[src/rtl/decoder_scan_ctrl_pkg.sv]
// Shared definitions for the decoder scan controller: state encoding,
// select-code width and the counter-width helper.
package decoder_scan_pkg;

    typedef enum logic [1:0] {
        ST_IDLE  = 2'd0,
        ST_BLANK = 2'd1,
        ST_ON    = 2'd2
    } scan_state_e;

    localparam int SEL_W = 3;

    // Bits needed to hold 0..value-1; never less than one bit.
    function automatic int clog2(input int value);
        int w;
        w = 1;
        for (int i = 1; i < 32; i++) begin
            if ((32'd1 << i) < value) begin
                w = i + 1;
            end else begin
                w = w;
            end
        end
        return w;
    endfunction

endpackage

[src/rtl/decoder_scan_ctrl_scan_prescaler.sv]
// Dwell counter for the scan controller: counts 0..DIV-1 per slot, flags the
// slot's last cycle and looks ahead at whether the coming cycle is blanked.
module scan_prescaler
    import decoder_scan_pkg::*;
#(
    parameter int DIV   = 16,
    parameter int BLANK = 2,
    localparam int CNT_W = clog2(DIV)
) (
    input  logic             clk,
    input  logic             rst_n,
    input  logic             run_i,
    input  logic             active_i,
    output logic [CNT_W-1:0] cnt_o,
    output logic             slot_end_o,
    output logic             in_blank_o
);

    localparam logic [CNT_W-1:0] CNT_ZERO = {CNT_W{1'b0}};
    localparam logic [CNT_W-1:0] CNT_ONE  = CNT_W'(1);
    localparam logic [CNT_W-1:0] CNT_LAST = CNT_W'(DIV - 1);

    logic [CNT_W-1:0] cnt_q;
    logic [CNT_W-1:0] cnt_d;

    // Next count: held at zero while idle or stopped, wraps at the slot end.
    always_comb begin
        cnt_d = cnt_q;
        if (!run_i) begin
            cnt_d = CNT_ZERO;
        end else if (!active_i) begin
            cnt_d = CNT_ZERO;
        end else if (cnt_q == CNT_LAST) begin
            cnt_d = CNT_ZERO;
        end else begin
            cnt_d = cnt_q + CNT_ONE;
        end
    end

    // Counter register.
    always_ff @(posedge clk or negedge rst_n) begin
        if (!rst_n) begin
            cnt_q <= CNT_ZERO;
        end else begin
            cnt_q <= cnt_d;
        end
    end

    assign cnt_o      = cnt_q;
    assign slot_end_o = active_i && (cnt_q == CNT_LAST);

    generate
        if (BLANK == 0) begin : g_no_blank
            assign in_blank_o = 1'b0;
        end else begin : g_blank
            localparam logic [CNT_W-1:0] BLANK_V = CNT_W'(BLANK);
            assign in_blank_o = (cnt_d < BLANK_V);
        end
    endgenerate

endmodule

[src/rtl/decoder_scan_ctrl.sv]
// Scan controller driving a 3-to-8 decoder select/enable with blanking gaps
// and per-slot masking. Define SCAN_DIR_EN to add the dir (scan direction) input.
module decoder_scan_ctrl
    import decoder_scan_pkg::*;
#(
    parameter int DIV       = 16,
    parameter int BLANK     = 2,
    parameter int NUM_SLOTS = 8
) (
    input  logic             clk,
    input  logic             rst_n,
    input  logic             run,
    input  logic [7:0]       mask,
`ifdef SCAN_DIR_EN
    input  logic             dir,
`endif
    output logic [SEL_W-1:0] sel,
    output logic             en,
    output logic             slot_start,
    output logic             frame_done,
    output logic             busy
);

    localparam int CNT_W = clog2(DIV);
    localparam logic [CNT_W-1:0] CNT_PEN  = CNT_W'(DIV - 2);
    localparam logic [SEL_W-1:0] SEL_ZERO = 3'd0;
    localparam logic [SEL_W-1:0] SEL_ONE  = 3'd1;
    localparam logic [SEL_W-1:0] SEL_LAST = SEL_W'(NUM_SLOTS - 1);

    scan_state_e      state_q, state_d;
    logic [SEL_W-1:0] sel_q, sel_d;
    logic             mask_q, mask_d;
    logic             dir_q, dir_d;
    logic             en_q, en_d;
    logic             slot_start_q, slot_start_d;
    logic             frame_done_q, frame_done_d;
    logic             busy_q, busy_d;

    logic             active_s;
    logic [CNT_W-1:0] cnt_s;
    logic             slot_end_s;
    logic             in_blank_s;
    logic             last_nxt_s;
    logic             dir_s;
    logic [SEL_W-1:0] sel_up_s;
    logic [SEL_W-1:0] sel_dn_s;
    logic [SEL_W-1:0] frame_slot_s;

`ifdef SCAN_DIR_EN
    assign dir_s = dir;
`else
    assign dir_s = 1'b0;
`endif

    assign active_s = (state_q != ST_IDLE);
    // Next cycle is the slot's last one exactly when the counter sits one below it.
    assign last_nxt_s = active_s && (cnt_s == CNT_PEN);
    assign sel_up_s   = (sel_q == SEL_LAST) ? SEL_ZERO : (sel_q + SEL_ONE);
    assign sel_dn_s   = (sel_q == SEL_ZERO) ? SEL_LAST : (sel_q - SEL_ONE);

    scan_prescaler #(
        .DIV   (DIV),
        .BLANK (BLANK)
    ) u_prescaler (
        .clk        (clk),
        .rst_n      (rst_n),
        .run_i      (run),
        .active_i   (active_s),
        .cnt_o      (cnt_s),
        .slot_end_o (slot_end_s),
        .in_blank_o (in_blank_s)
    );

    // Next state and next values of every registered output.
    always_comb begin
        state_d      = state_q;
        sel_d        = sel_q;
        mask_d       = mask_q;
        dir_d        = dir_q;
        en_d         = 1'b0;
        slot_start_d = 1'b0;
        frame_done_d = 1'b0;
        busy_d       = 1'b0;
        frame_slot_s = SEL_LAST;
        if (!run) begin
            state_d = ST_IDLE;
            sel_d   = SEL_ZERO;
            mask_d  = 1'b0;
            dir_d   = 1'b0;
        end else begin
            busy_d  = 1'b1;
            state_d = in_blank_s ? ST_BLANK : ST_ON;
            if (state_q == ST_IDLE) begin
                slot_start_d = 1'b1;
                dir_d        = dir_s;
                sel_d        = dir_s ? SEL_LAST : SEL_ZERO;
            end else if (slot_end_s) begin
                slot_start_d = 1'b1;
                dir_d        = dir_s;
                sel_d        = dir_s ? sel_dn_s : sel_up_s;
            end else begin
                slot_start_d = 1'b0;
            end
            // The slot's mask bit is frozen as the slot begins.
            if (slot_start_d) begin
                mask_d = mask[sel_d];
            end else begin
                mask_d = mask_q;
            end
            frame_slot_s = dir_d ? SEL_ZERO : SEL_LAST;
            en_d         = !in_blank_s && mask_d;
            frame_done_d = last_nxt_s && (sel_d == frame_slot_s);
        end
    end

    // State and output registers.
    always_ff @(posedge clk or negedge rst_n) begin
        if (!rst_n) begin
            state_q      <= ST_IDLE;
            sel_q        <= SEL_ZERO;
            mask_q       <= 1'b0;
            dir_q        <= 1'b0;
            en_q         <= 1'b0;
            slot_start_q <= 1'b0;
            frame_done_q <= 1'b0;
            busy_q       <= 1'b0;
        end else begin
            state_q      <= state_d;
            sel_q        <= sel_d;
            mask_q       <= mask_d;
            dir_q        <= dir_d;
            en_q         <= en_d;
            slot_start_q <= slot_start_d;
            frame_done_q <= frame_done_d;
            busy_q       <= busy_d;
        end
    end

    assign sel        = sel_q;
    assign en         = en_q;
    assign slot_start = slot_start_q;
    assign frame_done = frame_done_q;
    assign busy       = busy_q;

endmodule

[config.mk]
export PLATFORM = sky130hd
export DESIGN_NAME = decoder_scan_ctrl
export DESIGN_NICKNAME = d
export VERILOG_FILES = /design/src/rtl/decoder_scan_ctrl_pkg.sv /design/src/rtl/decoder_scan_ctrl_scan_prescaler.sv /design/src/rtl/decoder_scan_ctrl.sv
export SDC_FILE = /design/constraint.sdc
export NUM_CORES = 1
export LEC_CHECK = 0
export ABC_AREA = 0
export CAP_MARGIN = 40
export CORE_UTILIZATION = 34
export DETAILED_ROUTE_END_ITERATION = 6
export SYNTH_ARGS = -nofsm -noshare
export SYNTH_HDL_FRONTEND = slang
export SYNTH_SLANG_ARGS = --single-unit
export TNS_END_PERCENT = 20
[constraint.sdc]
create_clock -name clk -period 2.5 [get_ports clk]
set_clock_uncertainty 0.05 [all_clocks]
set_input_delay 0.5 -clock clk [delete_from_list [all_inputs] [get_ports clk]]
set_output_delay 0.5 -clock clk [all_outputs]
set_load 0.1 [all_outputs]
# Yosys cells after proc, flatten, opt, wreduce, memory -nomap -nowiden

Cells that the tools add are included.

Bitwise operators: 0
Multipliers: 0
Divide/modulo/power cells: 0
Equal/unequal tests: 4
Reductions and logical operators: 7
Shift-type cells: 0
Mux-type cells: 27
$lt $le $gt $ge: 2
Add/sub/neg operators: 2

Operator list:

| cell                                                                         | count |
|---|---|
| 3-bit 2-to-1 mux                                                             | 6 |
| 1-bit 2-to-1 mux                                                             | 15 |
| 4-bit 2-to-1 mux                                                             | 3 |
| 4-bit == test, second input constant                                         | 2 |
| 4-bit by 1-bit adder with 4-bit output, second input constant                | 1 |
| 1-bit logical AND                                                            | 4 |
| 3-bit by 4-bit less-than comparator with 1-bit output, second input constant | 1 |
| 4-bit by 2-bit less-than comparator with 1-bit output, second input constant | 1 |
| 2-bit 2-to-1 mux                                                             | 2 |
| 3-bit by 1-bit adder with 3-bit output, second input constant                | 1 |
| 1-bit binary-select mux with 3-bit select                                    | 1 |
| 3-bit == test                                                                | 1 |
| 3-bit == test, second input constant                                         | 1 |
| 2-bit logical NOT                                                            | 1 |
| 2-bit nonzero test                                                           | 1 |
| 1-bit logical NOT                                                            | 1 |

Memories: 0
Logic and storage cells: 51
Bits in writable memories: 0
Bits in latches: 0
Bits of input ports: 11
Output and inout port bits: 7
Memory bits (read-only): 0
Flip-flop bits (word level): 15

# Depth between registers and ports, before layout

Gate-level depths: netlist (run 1).

Depth after elaboration: 11
Mapped depth: 8
Gate-level depth less buffers: 7

# Cells and area by module

A second synthesis (run 1) with hierarchy kept.

Cells, all modules: 80
Area, all modules: 798.3 sq um

Modules (own cells, without submodules):

| module            | seq. area each (sq um) | times used | cells each | area an instance (sq um) |
|---|---|---|---|---|
| decoder_scan_ctrl | 275.3                  | 1          | 60         | 591.8 |
| scan_prescaler    | 100.1                  | 1          | 20         | 206.4 |

# Worst setup path after synthesis (run 1)

No wires, ideal clock.

Path kind: reg2reg
Start point: register sel_q[1] (netlist: sel[1])
End point: register en_q (netlist: en)
Arrival time: 2.344 ns
Cell stages (with the launch flop): 7
Clock period less this slack: 2.523 ns
Library setup time: 0.129 ns
Required time: 2.321 ns
Buffers on the path: 0
Slack: -0.023 ns
Cells stage by stage: dfrtp_1 > ha_1 > ha_1 > and4b_2 > or3_1 > a31oi_1 > a21oi_1

Cells in the longest elaborated chain, start to end: 11
Elaborated cells between the ends (all ways): 12
Those cells by class: add/sub (1); eq/ne (1); mux (9); reduce/logical (1)

Ends and longest elaborated chain:

| item                                                                           | RTL line                 | text |
|---|---|---|
| start: declaration                                                             | decoder_scan_ctrl.sv:31  | `logic [SEL_W-1:0] sel_q, sel_d;` |
| start signal: assignment                                                       | decoder_scan_ctrl.sv:129 | `sel_q <= sel_d;` |
| 3-bit by 1-bit adder with 3-bit output / 3-bit == test (equally long branches) | decoder_scan_ctrl.sv:58  | `assign sel_up_s = (sel_q == SEL_LAST) ? SEL_ZERO : (sel_q + SEL_ONE);` |
| 3-bit 2-to-1 mux                                                               | decoder_scan_ctrl.sv:58  |  |
| 3-bit 2-to-1 mux *                                                             | decoder_scan_ctrl.sv:97  | `end else if (slot_end_s) begin` |
| 3-bit 2-to-1 mux *                                                             | decoder_scan_ctrl.sv:93  | `if (state_q == ST_IDLE) begin` |
| 3-bit 2-to-1 mux *                                                             | decoder_scan_ctrl.sv:85  | `if (!run) begin` |
| 1-bit binary-select mux with 3-bit select *                                    | decoder_scan_ctrl.sv:106 | `mask_d = mask[sel_d];` |
| 1-bit 2-to-1 mux (implied by the code) *                                       | decoder_scan_ctrl.sv:106 |  |
| 1-bit 2-to-1 mux *                                                             | decoder_scan_ctrl.sv:105 | `if (slot_start_d) begin` |
| 1-bit 2-to-1 mux *                                                             | decoder_scan_ctrl.sv:85  |  |
| 1-bit logical AND *                                                            | decoder_scan_ctrl.sv:111 | `en_d = !in_blank_s && mask_d;` |
| 1-bit 2-to-1 mux *                                                             | decoder_scan_ctrl.sv:85  |  |
| named net en_d                                                                 | decoder_scan_ctrl.sv:34  | `logic en_q, en_d;` |
| end signal: assignment                                                         | decoder_scan_ctrl.sv:132 | `en_q <= en_d;` |
| end: declaration                                                               | decoder_scan_ctrl.sv:34  |  |

Mark *: on every way through the listed nets, which the timed path passes. The rest lies on a longest branch. The select of a mux whose other input is x is not followed.

# Final worst setup path (run 1)

Start point: register sel_q[0] (netlist: sel[0])
End point: register en_q (netlist: en)

Same word-level chain as after synthesis.

==> impl_metrics.ini, run 1 <==
[sta]
drv_slew = 0
max_freq_mhz = 442.1
relSlewSlack = 0.5155
rsz0062_at_grt = no
finalCritPeriodShare = 0.9048
tightest_slew_ns = 0.7219
setup_tns_ns = 0
setup_viol = 0
hold_violations = 0
fin_crit_ns = 2.262

[placement]
io_buffers = 17
place_area_sq_um = 1032
hpwl_microns = 1314
gp_congestion = 0.8736

[drt]
firstDrtPassIters = 4
vias = 768
totalWireLength_microns = 1881
wl_per_cell_microns = 13.73
postRouteAntennaNets = 0
drt_iter0_markers = 20
viasPerCell = 5.606
drc = 0

[logic_synthesis]
synthArstFlopShare = 1.000
synth_area_sq_um = 884.6
synth_xor_area_frac = 0.009901
synth_top_family_by_area = simple AND/OR/NAND/NOR gates
synth_compound_area_frac = 0.1556
synthAdderAreaFrac = 0.05658
synth_warnings = 0
syn_avg_cell_area_sq_um = 9.721
synth_fp_nets = 106
synth-edff-count = 0
synth_seq_area_share = 0.4243
yosys.area_share.simple = 0.2574
synth.distinct_cells = 37
syn_inst = 91
synth_seq_cells = 15
ys.flop_type = dfrtp_1
synthMuxAreaShare = 0.03395

[power]
leakage_nw = 0.4288
powerDensity_nw_per_um2 = 443.4
ir_worst_vdd_mv = 0.3259

[clocking]
cts_htree_levels = 1
clk_pin_slew_ns = 0.09
root_buffer = clkbuf_4
cts.sinks = 15
insertion_delay_ns = 0.29
post-cts-setup-buffers = 0
numCtsBuffers = 3
tritoncts = built
hold_buffers = 0
clockBufferDepth = 2
cts_resized = 0

[critical_path]
cp-end-kind = flip-flop
crit_arrival_ns = 2.38
critical_path_peak_fanout = 9
cp-start-kind = flip-flop
worst_ep_required_time_ns = 2.62
critPathKind = flip-flop to flip-flop

[layout]
antenna_cells = 0
fin_nets = 123
drive_gt1_frac = 0.1589
syn2layout_area_growth_pct = 19.66
num-fill-cells = 268
finalInstanceArea_sq_um = 1059

[floorplanning]
die-height_microns = 53.01
coreArea_sq_um = 2477
start_util = 0.3571
ios = 18
die_w_microns = 53.01
die_area_sq_um = 2810
rows = 18

[worst_hold_path]
min_path_type = flip-flop to flip-flop

[global_routing]
grt_start_max_net_pins = 16
use_met2 = 0.2300
met1_usage = 0.2314
grtUsageTotal = 0.1647
grt.busiest_layer = met1
grt_use_met3 = 0.05172
gr-total-overflow = 0
antenna_found_initial = 0
grt_pass1_vias = 672
grt_first_pass_wirelength_microns = 3229

[flow_run]
maxCapViolations = 0

[status]
status = finished clean
[Yosys cell counts (2+ instances only)]
cell type,number,area (sq um)
mux2i_1,3,30.03
inv_1,3,11.26
nand3b_1,2,15.01
nor2_1,6,22.52
nor2b_1,2,12.51
nand2_1,8,30.03
a21oi_1,8,40.04
dfrtp_1,15,375.4
nand3_1,3,15.01
a31oi_1,4,25.02
nor3b_1,3,22.52
nor3_1,4,20.02
clkbuf_2,2,10.01
ha_1,4,50.05
or3_1,2,12.51
[layout make-up]
class | count | area (sq um) | share of cell area
multi-input cells | 68 | 454.2 | 0.4291
repair buffers | 17 | 152.6 | 0.1442
clock buffers | 4 | 26.28 | 0.02482
well taps | 30 | 37.54 | 0.03546
flip-flops and latches | 15 | 376.6 | 0.3558
inverters | 3 | 11.26 | 0.01064
[per-layer routing]
layer | vias to the layer above | wire (microns)
li1 | 366 | -
met3 | 4 | 98
met2 | 24 | 832
met5 | - | 0
met1 | 374 | 924
met4 | 0 | 25
[metrics by stage]
step	util	power [mW]	instances	hold WS (ns)	setup WS, ns
2_1_floorplan	-	0.3009	91	0.1544	0.005634
6_report	0.4273	0.4693	137	0.4866	0.2379
5_1_grt	0.4273	0.4927	137	0.5088	0.1140
3_5_place_dp	0.4167	0.3330	133	0.4743	0.2890
3_3_place_gp	0.4167	0.3325	133	0.4543	0.3456
4_1_cts	0.4273	0.4764	137	0.4874	0.2631
[worst paths after layout]
| check | startpoint | endpoint | slack (ns) | depth (start not counted) |
|---|---|---|---|---|
| hold / removal | u_prescaler.cnt_o[0]$_DFF_PN0_ | u_prescaler.cnt_o[0]$_DFF_PN0_ | 0.49 | 1 |
| max in group asynchronous | rst_n | sel[1]$_DFF_PN0_ | 1.35 | 1 |
| setup reg to reg | sel[0]$_DFF_PN0_ | en$_DFF_PN0_ | 0.24 | 6 |
| hold reg to reg | u_prescaler.cnt_o[0]$_DFF_PN0_ | u_prescaler.cnt_o[0]$_DFF_PN0_ | 0.49 | 1 |
| setup / recovery | sel[0]$_DFF_PN0_ | en$_DFF_PN0_ | 0.24 | 6 |
| min in group asynchronous | rst_n | frame_done$_DFF_PN0_ | 0.57 | 1 |
[cells in the final DEF, fill, tap and decap left out, types with 2 or more instances in the layout]
cell,synthesis,final
a31oi_1,4,4
ha_1,4,4
a21oi_1,8,8
clkdlybuf4s50_1,0,10
or3_1,2,2
nor3_1,4,4
nor2_1,6,6
nand3_1,3,3
clkbuf_4,0,3
mux2i_1,3,3
nor3b_1,3,3
nand3b_1,2,2
dfrtp_1,15,14
buf_4,1,7
inv_1,3,3
nor2b_1,2,2
nand2_1,8,8
[where the power goes]
part / switching (mW) / total, mW / internal [mW]
logic: 0.0444 / 0.0723 / 0.0279
clock network: 0.0791 / 0.141 / 0.0621
registers: 0.00535 / 0.256 / 0.250
[flip-flops by register name (all words and copies together) (netlist names)]
signal and count:
en 1, frame_done 1, dir_q 1, busy 1, u_prescaler.cnt_o 4, slot_start 1, mask_q 1, sel 3
state_q 2
[cells by family after synthesis]
family | Yosys count
AO/OA/AOI/OAI | 21
multiplexers | 3
adder cells (fa/ha/maj) | 4
buffers and inverters | 8
XOR/XNOR | 1
flip-flops | 15
AND/OR/NAND/NOR | 39
[critical path, cell delays in order (launching register included)]
cell,delay (ns)
dfrtp_1,0.50
ha_1,0.26
ha_1,0.41
and4b_2,0.26
or3_1,0.35
a31oi_1,0.23
a21oi_1,0.09
Power figures use the tool's default switching activity.
==> run 2: changes to the inputs <==
--- a/config.mk
+++ b/config.mk
@@ -7,9 +7,9 @@
 export LEC_CHECK = 0
 export ABC_AREA = 0
 export CAP_MARGIN = 40
+export CORE_MARGIN = 2
 export CORE_UTILIZATION = 34
 export DETAILED_ROUTE_END_ITERATION = 6
 export SYNTH_ARGS = -nofsm -noshare
 export SYNTH_HDL_FRONTEND = slang
 export SYNTH_SLANG_ARGS = --single-unit
-export TNS_END_PERCENT = 20
==> run 2 against run 1 <==
  * Global-route usage fell by 1.7 points
  * Flip-flop and latch count did not move
  * Combinational power is essentially flat
  * Largest power group unchanged
==> impl_metrics.ini, run 2 (same netlist as run 1, synthesis figures left out) <==
[drt]
wl_per_cell_microns = 14.18
vias = 759
totalWireLength_microns = 1942
wl_met3_microns = 92
firstDrtPassIters = 4
viasPerCell = 5.540
m1WireLength_microns = 945
drt_iter0_markers = 12
drc = 0
top_layer = met4
route.met2.wl_microns = 886
postRouteAntennaNets = 0

[layout]
largest_reg_flops = 4
mostFrequentLayoutCell = dfrtp_1
antenna_cells = 0
drive_gt1_frac = 0.1589
final_cell_mix = dfrtp_1 (14), clkdlybuf4s50_1 (10), nand2_1 (8), a21oi_1 (8), buf_4 (7)
finalInstanceArea_sq_um = 1059
fin_nets = 123
syn2layout_area_growth_pct = 19.66

[floorplanning]
ios = 18
die_area_sq_um = 3026
die-height_microns = 55.01
coreArea_sq_um = 2477
die_w_microns = 55.01
rows = 18
start_util = 0.3571

[critical_path]
reg2reg_slack_ns = 0.26
worst_ep_required_time_ns = 2.62
cp-end-kind = flip-flop
crit_arrival_ns = 2.36
cp-start-kind = flip-flop
worstReg2RegEnd = mask_q$_DFF_PN0_
critPathKind = flip-flop to flip-flop
r2r_cells = 6
crit-reg2reg-launch = sel[0]$_DFF_PN0_
critical_path_peak_fanout = 9

[worst_hold_path]
min_to = u_prescaler.cnt_o[0]$_DFF_PN0_
holdCritStartpoint = u_prescaler.cnt_o[0]$_DFF_PN0_
min_path_type = flip-flop to flip-flop
holdPathStages = 1

[sta]
rsz0062_at_grt = no
hold_ws_ns = 0.4879
setup_tns_ns = 0
max_freq_mhz = 446.1
finalCritPeriodShare = 0.8967
tightest_slew_ns = 0.7770
fin_crit_ns = 2.242
setup_viol = 0
drv_slew = 0
relSlewSlack = 0.4785
hold_violations = 0

[global_routing]
antenna_found_initial = 0
grt_first_pass_wirelength_microns = 3091
gr-total-overflow = 0
grt_start_max_net_pins = 16
grtUsageTotal = 0.1475
grt_pass1_vias = 687

[power]
ir_worst_vdd_mv = 0.3764
leakage_nw = 0.4288
powerDensity_nw_per_um2 = 444.0

[placement]
place_area_sq_um = 1032
gp_congestion = 0.8474
io_buffers = 17
hpwl_microns = 1391

[clocking]
numCtsBuffers = 3
tritoncts = built
insertion_delay_ns = 0.29
post-cts-setup-buffers = 0
root_buffer = clkbuf_4
cts_resized = 0
cts_htree_levels = 1
clk_pin_slew_ns = 0.09
hold_buffers = 0
clockBufferDepth = 2
cts.sinks = 15

[flow_run]
maxCapViolations = 0

[status]
status = finished clean
==> run 2: where the power goes <==
part / switching (mW) / leakage (nW) / total (mW) / internal, mW
Clock: 0.0797 / 0.0150 / 0.142 / 0.0621
Combinational: 0.0444 / 0.214 / 0.0722 / 0.0279
Sequential: 0.00547 / 0.200 / 0.256 / 0.251
==> run 2: how the worst max path moves through the flow <==
stage / from / endpoint / slack [ns] / cells after the start
floorplan: sel[0]$_DFF_PN0_ / en$_DFF_PN0_ / 0.006 / 6
global placement: sel[0]$_DFF_PN0_ / en$_DFF_PN0_ / 0.35 / 6
detailed placement: sel[0]$_DFF_PN0_ / en$_DFF_PN0_ / 0.30 / 6
CTS: sel[0]$_DFF_PN0_ / mask_q$_DFF_PN0_ / 0.28 / 6
global route: sel[0]$_DFF_PN0_ / mask_q$_DFF_PN0_ / 0.13 / 6
finish: sel[0]$_DFF_PN0_ / mask_q$_DFF_PN0_ / 0.26 / 6
==> run 2: area by class of cell <==
cell class                      count  area (sq um)
Inverter                            3         11.26
Timing Repair Buffer               17         152.6
Multi-Input combinational cell     68         454.2
Fill cell                         246          1419
Sequential cell                    15         376.6
Tap cell                           30         37.54
Clock buffer                        4         26.28
==> run 2: through the flow <==
step	std cells	power, mW	worst slack (ns)	utilization
3_3_place_gp	133	0.3325	0.3458	0.4167
6_report	137	0.4700	0.2583	0.4273
2_1_floorplan	91	0.3009	0.005634	-
5_1_grt	137	0.4938	0.1310	0.4273
4_1_cts	137	0.4763	0.2750	0.4273
3_5_place_dp	133	0.3332	0.2982	0.4167
==> run 2: critical path, stage by stage (launching register included) <==
cell and delay [ns]:
dfrtp_1 0.50, ha_1 0.25, ha_1 0.41, and4b_2 0.25
or3_1 0.34, a31oi_1 0.22, a21oi_1 0.09
==> run 2: metal layers <==
layer,GRT usage,up-vias
li1,-,370
met1,0.1886,365
met2,0.2341,19
met3,0.05108,5
met4,0.04472,0
met5,0,-
